<file path="src/rtl/b01_serial_sched.sv">
// Two-client round-robin scheduler feeding a shared b01 serial unit: latches an
// operand pair, clears the unit, shifts A/B out LSB-first and gathers the serial result.
module b01_serial_sched #(
  parameter int WIDTH = 8,
  parameter int LAT   = 1
) (
  input  logic             clock,
  input  logic             RESET_G,
  input  logic             req0,
  input  logic [WIDTH-1:0] a0,
  input  logic [WIDTH-1:0] b0,
  input  logic             req1,
  input  logic [WIDTH-1:0] a1,
  input  logic [WIDTH-1:0] b1,
  output logic             gnt0,
  output logic             gnt1,
  output logic             LINE1,
  output logic             LINE2,
  output logic             unit_rst,
  input  logic             OUTP_REG,
  input  logic             OVERFLW_REG,
  output logic [WIDTH-1:0] res,
  output logic             ovf,
  output logic             done,
  output logic             done_id,
  output logic             busy,
  output logic [2:0]       o_dbg_state
);

  localparam logic [2:0] S_IDLE  = 3'd0;
  localparam logic [2:0] S_CLR   = 3'd1;
  localparam logic [2:0] S_SHIFT = 3'd2;
  localparam logic [2:0] S_DRAIN = 3'd3;
  localparam logic [2:0] S_DONE  = 3'd4;

  localparam int CW = $clog2(WIDTH + LAT + 1);
  localparam logic [CW-1:0] TICK_SHIFT_END = CW'(WIDTH - 1);
  localparam logic [CW-1:0] TICK_END       = CW'(WIDTH + LAT - 1);
  localparam logic [CW-1:0] TICK_CAP       = CW'(LAT);

  logic [2:0]       r_state;
  logic             r_last_id;
  logic             r_id;
  logic [WIDTH-1:0] r_a;
  logic [WIDTH-1:0] r_b;
  logic [CW-1:0]    r_tick;
  logic [WIDTH-1:0] r_sh;
  logic             r_acc;
  logic [WIDTH-1:0] r_res;
  logic             r_ovf;
  logic             r_done_id;

  logic             w_pick1;
  logic             w_any;
  logic             w_cap;
  logic [WIDTH-1:0] w_sh_next;
  logic             w_acc_next;

  // r_last_id holds the client served last; on a tie the other one wins.
  assign w_any      = req0 | req1;
  assign w_pick1    = req1 & (~req0 | ~r_last_id);
  // r_tick counts from SHIFT k=0; the capture window is ticks LAT..WIDTH+LAT-1.
  assign w_cap      = (r_tick >= TICK_CAP);
  assign w_sh_next  = {OUTP_REG, r_sh[WIDTH-1:1]};
  assign w_acc_next = r_acc | OVERFLW_REG;

  always_ff @(posedge clock) begin
    if (RESET_G) begin
      r_state   <= S_IDLE;
      r_last_id <= 1'b1;
      r_id      <= 1'b0;
      r_a       <= '0;
      r_b       <= '0;
      r_tick    <= '0;
      r_sh      <= '0;
      r_acc     <= 1'b0;
      r_res     <= '0;
      r_ovf     <= 1'b0;
      r_done_id <= 1'b0;
    end else begin
      case (r_state)
        S_IDLE: begin
          if (w_any) begin
            r_id    <= w_pick1;
            r_a     <= w_pick1 ? a1 : a0;
            r_b     <= w_pick1 ? b1 : b0;
            r_state <= S_CLR;
          end
        end
        S_CLR: begin
          r_sh    <= '0;
          r_acc   <= 1'b0;
          r_tick  <= '0;
          r_state <= S_SHIFT;
        end
        S_SHIFT: begin
          r_a    <= r_a >> 1;
          r_b    <= r_b >> 1;
          r_tick <= r_tick + CW'(1);
          if (w_cap) begin
            r_sh  <= w_sh_next;
            r_acc <= w_acc_next;
          end
          if (r_tick == TICK_SHIFT_END) r_state <= S_DRAIN;
        end
        S_DRAIN: begin
          r_tick <= r_tick + CW'(1);
          if (w_cap) begin
            r_sh  <= w_sh_next;
            r_acc <= w_acc_next;
          end
          // Last window sample is folded straight into the result registers.
          if (r_tick == TICK_END) begin
            r_res     <= w_sh_next;
            r_ovf     <= w_acc_next;
            r_done_id <= r_id;
            r_last_id <= r_id;
            r_state   <= S_DONE;
          end
        end
        S_DONE:  r_state <= S_IDLE;
        default: r_state <= S_IDLE;
      endcase
    end
  end

  assign gnt0        = (r_state == S_CLR) & ~r_id;
  assign gnt1        = (r_state == S_CLR) &  r_id;
  assign LINE1       = (r_state == S_SHIFT) & r_a[0];
  assign LINE2       = (r_state == S_SHIFT) & r_b[0];
  assign unit_rst    = RESET_G | (r_state == S_CLR);
  assign done        = (r_state == S_DONE);
  assign busy        = (r_state != S_IDLE);
  assign res         = r_res;
  assign ovf         = r_ovf;
  assign done_id     = r_done_id;
  assign o_dbg_state = r_state;

endmodule
</file>
<file path="config.mk">
export PLATFORM = sky130hd
export DESIGN_NAME = b01_serial_sched
export DESIGN_NICKNAME = d
export VERILOG_FILES = /design/src/rtl/b01_serial_sched.sv
export SDC_FILE = /design/constraint.sdc
export NUM_CORES = 1
export LEC_CHECK = 0
export CAP_MARGIN = 25
export CORE_ASPECT_RATIO = 0.8
export CORE_MARGIN = 8
export CORE_UTILIZATION = 49
export CTS_BUF_LIST = sky130_fd_sc_hd__clkbuf_4 sky130_fd_sc_hd__clkbuf_8
export DETAILED_ROUTE_END_ITERATION = 6
export GPL_ROUTABILITY_DRIVEN = 0
export PLACE_DENSITY = 0.8
export SLEW_MARGIN = 20
export SYNTH_ARGS = -nofsm -noshare
export SYNTH_HDL_FRONTEND = slang
export SYNTH_SLANG_ARGS = --single-unit
export TNS_END_PERCENT = 50
</file>
<file path="constraint.sdc">
create_clock -name clock -period 2 [get_ports clock]
set_input_delay 0.2 -clock clock [delete_from_list [all_inputs] [get_ports clock]]
set_output_delay 0.2 -clock clock [all_outputs]
set_load 0.02 [all_outputs]
</file>
**After elaboration in Yosys (flattened, before gate mapping)**

Cells that the tools add are included.

- Add/subtract/negate cells: 1
- Multipliers: 0
- Divide/modulo/power cells: 0
- Order comparisons: 1
- Equal/unequal tests: 10
- Shifts and indexed selects: 0
- Mux-type cells: 15
- Bitwise logic cells: 12
- Reductions and logical operators: 10

Operator list:

| cell | count |
|---|---|
| one-hot mux 8 bit (2 select lines) | 3 |
| two-way mux 8 bit | 5 |
| one-hot mux 3 bit (4 select lines) | 1 |
| two-way mux 3 bit | 3 |
| one-hot mux 4 bit (2 select lines) | 1 |
| AND reduction 2 bit | 4 |
| == test 3 x 2 -> 1 bit, second input constant | 2 |
| != test 2 bit, second input constant | 3 |
| AND 1 bit | 5 |
| adder 4 x 1 -> 4 bit, second input constant | 1 |
| == test 4 x 3 -> 1 bit, second input constant | 1 |
| == test 4 bit, second input constant | 1 |
| greater-or-equal comparator 4 x 1 -> 1 bit, second input constant | 1 |
| bitwise OR 1 bit | 4 |
| nonzero test 2 bit | 2 |
| == test 3 x 1 -> 1 bit, second input constant | 1 |
| == test 3 bit, second input constant | 1 |
| zero test 3 bit | 1 |
| NOT 1 bit | 3 |
| AND reduction 3 bit | 1 |
| nonzero test 3 bit | 1 |
| != test 2 x 1 -> 1 bit, second input constant | 1 |
| one-hot mux 1 bit (2 select lines) | 1 |
| OR reduction 2 bit | 1 |
| two-way mux 1 bit | 1 |

- Flip-flop bits (word level): 44
- Latch bits: 0
- Bits in writable memories: 0
- ROM bits: 0
- Output and inout port bits: 20
- Logic and storage cells: 60
- Memories: 0

**Depth between registers and ports, before layout**

Gate-level depths: netlist of run 1.

- Depth in word-level cells: 6
- Mapped depth: 7

**Worst setup path after synthesis of run 1**

OpenSTA, ideal clock, no wires.

- Kind: register to output
- Start: register r_state[0], in the netlist o_dbg_state[0]
- End: output gnt0
- Arrival: 1307 ps
- Data required time: 1800 ps
- Path slack: 493 ps
- Stages on the path, launching flop included: 4
- Path buffers: 1
- Cell sequence: dfxtp_1 -> buf_2 -> nor3b_1 -> nor2b_1

- Longest elaborated chain between the ends: 2

RTL lines:

| element | RTL line | RTL |
|---|---|---|
| start: declaration | 41 | `logic [2:0] r_state;` |
| start signal: assignment | 69 | `r_state <= S_IDLE;` |
| start signal: assignment | 87 | `r_state <= S_CLR;` |
| start signal: assignment | 94 | `r_state <= S_SHIFT;` |
| == test 3 x 1 -> 1 bit | 127 | `assign gnt0 = (r_state == S_CLR) & ~r_id;` |
| AND 1 bit | 127 |  |
| end: declaration | 15 | `output logic gnt0,` |

Every way passes these cells.

**Final worst setup path of run 1**

- Start: register r_state[0], in the netlist o_dbg_state[0]
- End: output gnt1

- Longest elaborated chain between the ends: 2

RTL lines:

| element | RTL line | RTL |
|---|---|---|
| == test 3 x 1 -> 1 bit | 128 | `assign gnt1 = (r_state == S_CLR) & r_id;` |
| AND 1 bit | 128 |  |
| end: declaration | 16 | `output logic gnt1,` |

Every way passes these cells.

==> out/results.txt, run 1 <==
R2R setup slack - 0.22 ns
Slew headroom - 0.496
Number of I/O pins - 58
Worst path max stage delay - 0.60 ns
Post-synth EDFFs - 0
Number of global-route vias before repair - 1828
Worst hold path startpoint - res[7]
Most frequent cells in the layout - nand2_1, clkdlybuf4s50_1, dfxtp_1
Remaining global-route overflow - 0
Final WL - 5400 um
Maxcap violations - 0
Share of cells above drive strength 1 - 0.110
Clock transition at the registers of the reported paths - 0.09 ns
P_leak - 1.08 nW
Distinct cells, synth - 40
Ys Warns - 0
FF-to-FF End - ovf
Net Count, Synth - 290
Status - finished, final reports clean
RR Startpoint - o_dbg_state[2]
Root buffer cell - clkbuf_8
Gate count of the mapped netlist - 249
Reg2reg path depth - 6
Most common cell after layout, fill and taps aside - nand2_1
Post-layout util - 0.688
Fin crit period - 1.94 ns
CP top delay family - buffers and inverters
DRC - 0
Die footprint - 6540 um2
Post-synth top flop - dfxtp_1
Hold Path Class - reg -> reg
Maximum fanout along the worst path - 4
Critical path cell sequence - nor3b_2 > and2_1 > clkdlybuf4s50_1
# rows - 21
Setup Viol. Count Final - 0
CTS max path bufs - 2
Clk_lat worst skew - 0.30 ns
CP endpoint kind - output port
Num CTS Buffers - 5
Die H - 73.9 um
Fin crit share - 0.971
CP Data Required Time - 1.80 ns
Wire length of the first global-routing pass - 8510 um
Startpoint Class - flip-flop
First drt pass iteration count - 5
Area growth from synthesis to final layout - 37.2%
PortBufs - 57
Peak VDD IR - 0.576 mV
Final nets - 349
CP arrival - 1.74 ns
Placed insts - 358
DRT iter0 DRCs - 164
Critical path class - reg -> out
Pins Over Slew Limit - 0
Die width - 88.4 um
# fillers - 362
Worst Skew - 0.00572 ns
Syn Std Cell Area - 2060 um2
Hpwl dp - 3900 um
Flops & latches, synth - 43
Final hold viol count - 0
Hold Path Depth - 2
Clock sink total - 43
H-tree depth - 2
Worst path bufs/invs - 1
All-layer global routing usage - 0.165
Starting density of the core - 0.502
ANT nets after route - 0
Post-DR vias/cell - 5.25
Average cell area after synthesis - 8.26 um2
Ant. Diodes - 0
Slew of the pin with the lowest slew margin - 0.751 ns
Slowest CP cell - clkdlybuf4s50_1
Hold buffers post-CTS - 0
Pin count of the biggest net entering global routing - 22
Post-Layout Cell Count - 366
Min Hold Slack - 0.458 ns
Hold EP - res[7]
Initial antenna violation count - 0
Total power - 2.12 mW
Post-CTS Setup Inserts - 0
Ys async rst share - 0
Vias - 1920
Core area - 4100 um2
CTS tree - built
Cell Pwr Density - 751 nW/um2
DR WL/cell - 14.8 um
Register area share after synthesis - 0.419
Max Fclk - 515 MHz
[layout make-up]
class / instances / area, um2 / share of cell area
multi-input combinational: 187 / 1100 / 0.389
sequential: 43 / 863 / 0.306
timing repair buffer: 68 / 661 / 0.234
tap: 57 / 71.3 / 0.0253
clock buffer: 5 / 68.8 / 0.0244
clock inverter: 3 / 47.5 / 0.0169
inverter: 3 / 11.3 / 0.00399
[per-stage QoR]
step	setup slack [ns]	area [um2]	TNS [ns]
after global placement	-0.149	2670	-1.60
after floorplan	0.493	2060	0
after CTS	0.0157	2800	0
final	0.0578	2820	0
after global routing	-0.0126	2820	-0.0181
after detailed placement	0.127	2680	0
[cell families (layout without fill, tap and decap cells)]
kind of cell               Yosys count  after routing  share of synthesized area
and+or+nand+nor                    132            132                      0.304
AOI/OAI and AO/OA                   48             48                      0.184
DFF                                 43             43                      0.419
buffers and inverters               19             79                     0.0542
muxes                                4              4                     0.0207
adders and majority gates            3              3                     0.0183
[worst max-delay path by stage]
stage / from / to / slack (ns) / cells after the start
after floorplan: o_dbg_state[0] / gnt0 / 0.49 / 3
after global placement: req1 / r_b[1] / -0.15 / 5
after detailed placement: RESET_G / r_b[0] / 0.13 / 4
after CTS: o_dbg_state[2] / LINE2 / 0.02 / 3
after global routing: o_dbg_state[0] / unit_rst / -0.01 / 3
final: o_dbg_state[0] / gnt1 / 0.06 / 3
[power breakdown]
group          leakage, nW  internal [mW]  switching [mW]
Clock               0.0587          0.379           0.333
Sequential           0.351          0.912          0.0343
Combinational        0.669          0.226           0.236
[state kept, by name, summed over array words and instances, names as in the netlist]
name / count
r_b: 8
res: 8
done_id: 1
r_id: 1
r_a: 8
r_acc: 1
r_tick: 4
o_dbg_state: 3
ovf: 1
r_last_id: 1
r_sh: 7
[synthesized netlist by cell type (3+ instances only)]
cell type	n	area, um2
dfxtp_1	43	861
buf_4	5	37.5
nand3_1	22	110
nor2_1	14	52.6
a21oi_1	19	95.1
inv_1	3	11.3
nand2b_1	14	87.6
ha_1	3	37.5
buf_2	5	25.0
a32o_1	14	140
a22oi_1	4	30.0
clkbuf_1	3	11.3
nand2_1	62	233
nor3_1	5	25.0
[per-layer routing]
metal	part of all wire	wire length [um]	track usage	vias up
li1	-	-	-	985
met1	0.49	2650	0.221	885
met2	0.45	2420	0.253	44
met3	0.050	269	0.0419	6
met4	0.011	61	0.0523	0
met5	0	0	0	-
[worst register-to-register path, cell delays in order, from the launching register on]
cell     delay, ns
dfxtp_2       0.38
buf_4         0.18
nor2b_1       0.32
nand4_1       0.33
buf_4         0.28
nor3_1        0.14
nor3_1        0.06
[repair_timing]
| action | 4_1_cts | 5_1_grt |
|---|---|---|
| gates resized for setup | 3 | 7 |
| hold endpoints to repair | 0 | 0 |
| setup endpoints to repair | 4 | 4 |
Power figures use the tool's default switching activity.
==> inputs of run 2 (changes only) <==
Clock period 2 ns to 2.2 ns, I/O delays scaled along.
==> run 2 against run 1 <==
Sequential share of layout area increased by 0.50 points. Setup slack improved by 0.059 ns. Sequential power shrank 9.5%. Clock skew is 0.0020 ns lower. Power down 10%. Combinational power shrank 12%. Register-to-register slack better by 0.12 ns. Utilization is 1.3 points lower. Non-clock buffer count shrank 4. Wire length decreased by 6.7%. Hold slack lost 0.0062 ns. Via count fell by 3.3%.
==> out/results.txt, run 2 (same netlist as run 1, synthesis figures left out) <==
Met1 WL - 2460 um (-7.3%)
Comb power frac - 0.215 (-0.003)
Top Layer Used - met4
Fin crit period - 2.08 ns
Share of cells above drive strength 1 - 0.0787 (-0.0313)
Critical path cell sequence - buf_4 > buf_4 > and3_1 > clkdlybuf4s50_1
Slew headroom - 0.490 (-0.00578)
Post-CTS sizing - 0 (-3)
ANT nets after route - 0 (unchanged)
Slowest CP cell - clkdlybuf4s50_1
R2R setup slack - 0.34 ns (+0.12 ns)
Setup_tns - 0 ns (unchanged)
Final hold viol count - 0 (unchanged)
Worst hold path startpoint - r_a[7]
PortBufs - 57 (unchanged)
CTS tree - built
Clock share of power - 0.334 (-0.002)
Final WL - 5040 um (-6.7%)
Num CTS Buffers - 5 (unchanged)
Pin count of the biggest net entering global routing - 29 (+32%)
FF-to-FF End - ovf
Remaining global-route overflow - 0 (unchanged)
DR WL/cell - 13.9 um (-5.7%)
Max Fclk - 480 MHz
CP Data Required Time - 1.98 ns (+0.18 ns)
CP most frequent cell - buf_4
Starting density of the core - 0.502 (unchanged)
Startpoint Class - flip-flop
Peak VDD IR - 0.430 mV (-25%)
CP endpoint kind - output port
DRT iter0 DRCs - 109 (-34%)
CTS max path bufs - 2 (unchanged)
Hold buffers post-CTS - 0 (unchanged)
Switching share of power - 0.266 (-0.0188)
H-tree depth - 2 (unchanged)
Min Hold Slack - 0.452 ns (-0.00618 ns)
P_leak - 1.02 nW (-5.0%)
Hold Path Depth - 2 (unchanged)
CP arrival - 1.86 ns (+0.12 ns)
Die footprint - 6540 um2 (unchanged)
Slew of the pin with the lowest slew margin - 0.759 ns (+0.00860 ns)
Vias - 1857 (-3.3%)
Switch Pwr - 0.504 mW (-16%)
Fraction of power consumed by sequential logic - 0.451 (+0.005)
Wire length of the first global-routing pass - 8250 um (-3.1%)
Worst Skew - 0.00370 ns (-0.00203 ns)
# rows - 21 (unchanged)
Ant. Diodes - 0 (unchanged)
First drt pass iteration count - 4 (-1)
Pint - 1.39 mW (-8.1%)
Clock sink total - 43 (unchanged)
Post-CTS Setup Inserts - 0 (unchanged)
Crit path launch - o_dbg_state[1]
RR Startpoint - o_dbg_state[1]
Most frequent cells in the layout - nand2_1, clkdlybuf4s50_1, dfxtp_1
Status - finished, final reports clean
Die H - 73.9 um (unchanged)
Die width - 88.4 um (unchanged)
Number of I/O pins - 58 (unchanged)
Number of global-route vias before repair - 1762 (-3.6%)
Final nets - 345 (-1.1%)
Worst setup margin - 0.117 ns (+0.0589 ns)
Most common cell after layout, fill and taps aside - nand2_1
Maximum fanout along the worst path - 17 (+13)
Reg2reg path depth - 5 (-1)
DRC - 0 (unchanged)
Pins Over Slew Limit - 0 (unchanged)
Cell Pwr Density - 686 nW/um2 (-8.7%)
Area growth from synthesis to final layout - 34.6%
Core area - 4100 um2 (unchanged)
Root buffer cell - clkbuf_8
Critical path class - reg -> out
Hpwl dp - 3730 um (-4.4%)
# fillers - 363 (+0.28%)
WL met2 - 2280 um (-5.7%)
RSZ-0062 raised after global routing - no
Hold Path Class - reg -> reg
All-layer global routing usage - 0.160 (-0.00483)
Hold EP - r_a[7]
Clk_lat worst skew - 0.29 ns (about the same)
Worst path max stage delay - 0.60 ns (about the same)
Met3 wire length - 214 um (-20%)
Pre-CTS WS - 0.313 ns (+0.186 ns)
Post-DR vias/cell - 5.13 (-2.2%)
Clock transition at the registers of the reported paths - 0.08 ns (about the same)
Fin crit share - 0.947
Maxcap violations - 0 (unchanged)
Initial antenna violation count - 0 (unchanged)
Setup Viol. Count Final - 0 (unchanged)
==> run 2: changes by cell type in the layout (fill, tap and decap cells not counted), sizes merged <==
cell           previous run  this run
buf                      11         7
clkbuf                    5         6
clkdlybuf4s50            54        57
dlygate4sd2               1         0
dlymetal6s2s              2         0
inv                       4         3
==> run 2: worst max-delay path, delay by kind of cell (launching register included) <==
kind	cells	cell delay, ns
buffers and inverters	3	1.05
DFF	1	0.34
and+or+nand+nor	1	0.18
==> run 2: through the flow <==
| step | instances | utilization | power (mW) | area [um2] |
|---|---|---|---|---|
| after global routing | 362 | 0.675 | 1.99 | 2770 |
| after global placement | 354 | 0.647 | 1.27 | 2650 |
| after floorplan | 249 | - | 1.13 | 2060 |
| after detailed placement | 354 | 0.647 | 1.28 | 2650 |
| after CTS | 362 | 0.675 | 1.91 | 2770 |
| final | 362 | 0.675 | 1.90 | 2770 |
==> run 2: final cells by class <==
type                            count  area, um2  area share
Tap cell                           57       71.3      0.0258
Inverter                            3       11.3     0.00407
Timing Repair Buffer               64        623       0.225
Clock inverter                      2       35.0      0.0127
Multi-Input combinational cell    187       1080       0.392
Sequential cell                    43        861       0.311
Clock buffer                        6       82.6      0.0298
==> run 2: worst max-delay path by stage <==
| stage | end | slack (ns) | depth (start not counted) |
|---|---|---|---|
| final | LINE1 | 0.12 | 4 |
| after floorplan | gnt0 | 0.67 | 3 |
| after CTS | LINE1 | 0.10 | 4 |
| after global routing | LINE2 | 0.02 | 4 |
| after global placement | unit_rst | 0.35 | 3 |
| after detailed placement | ovf | 0.31 | 5 |
==> run 2: power by group through the flow <==
| stage | sequential (mW) | combinational [mW] | clock, mW |
|---|---|---|---|
| floorplan | 0.872 | 0.260 | 0 |
| global placement | 0.871 | 0.403 | 0 |
| detailed placement | 0.873 | 0.409 | 0 |
| CTS | 0.855 | 0.411 | 0.648 |
| global route | 0.863 | 0.447 | 0.683 |
| finish | 0.856 | 0.407 | 0.635 |
==> run 2: routing by layer <==
layer | track usage | up-vias
li1 | - | 974
met1 | 0.207 | 844
met2 | 0.251 | 33
met3 | 0.0320 | 6
met4 | 0.0729 | 0
met5 | 0 | -
==> inputs of run 3 (changes only) <==
Settings changed: SKIP_LAST_GASP set to 1.
==> results of run 3 <==
Same layout as run 2: the final DEF is identical, and so are final timing and power.
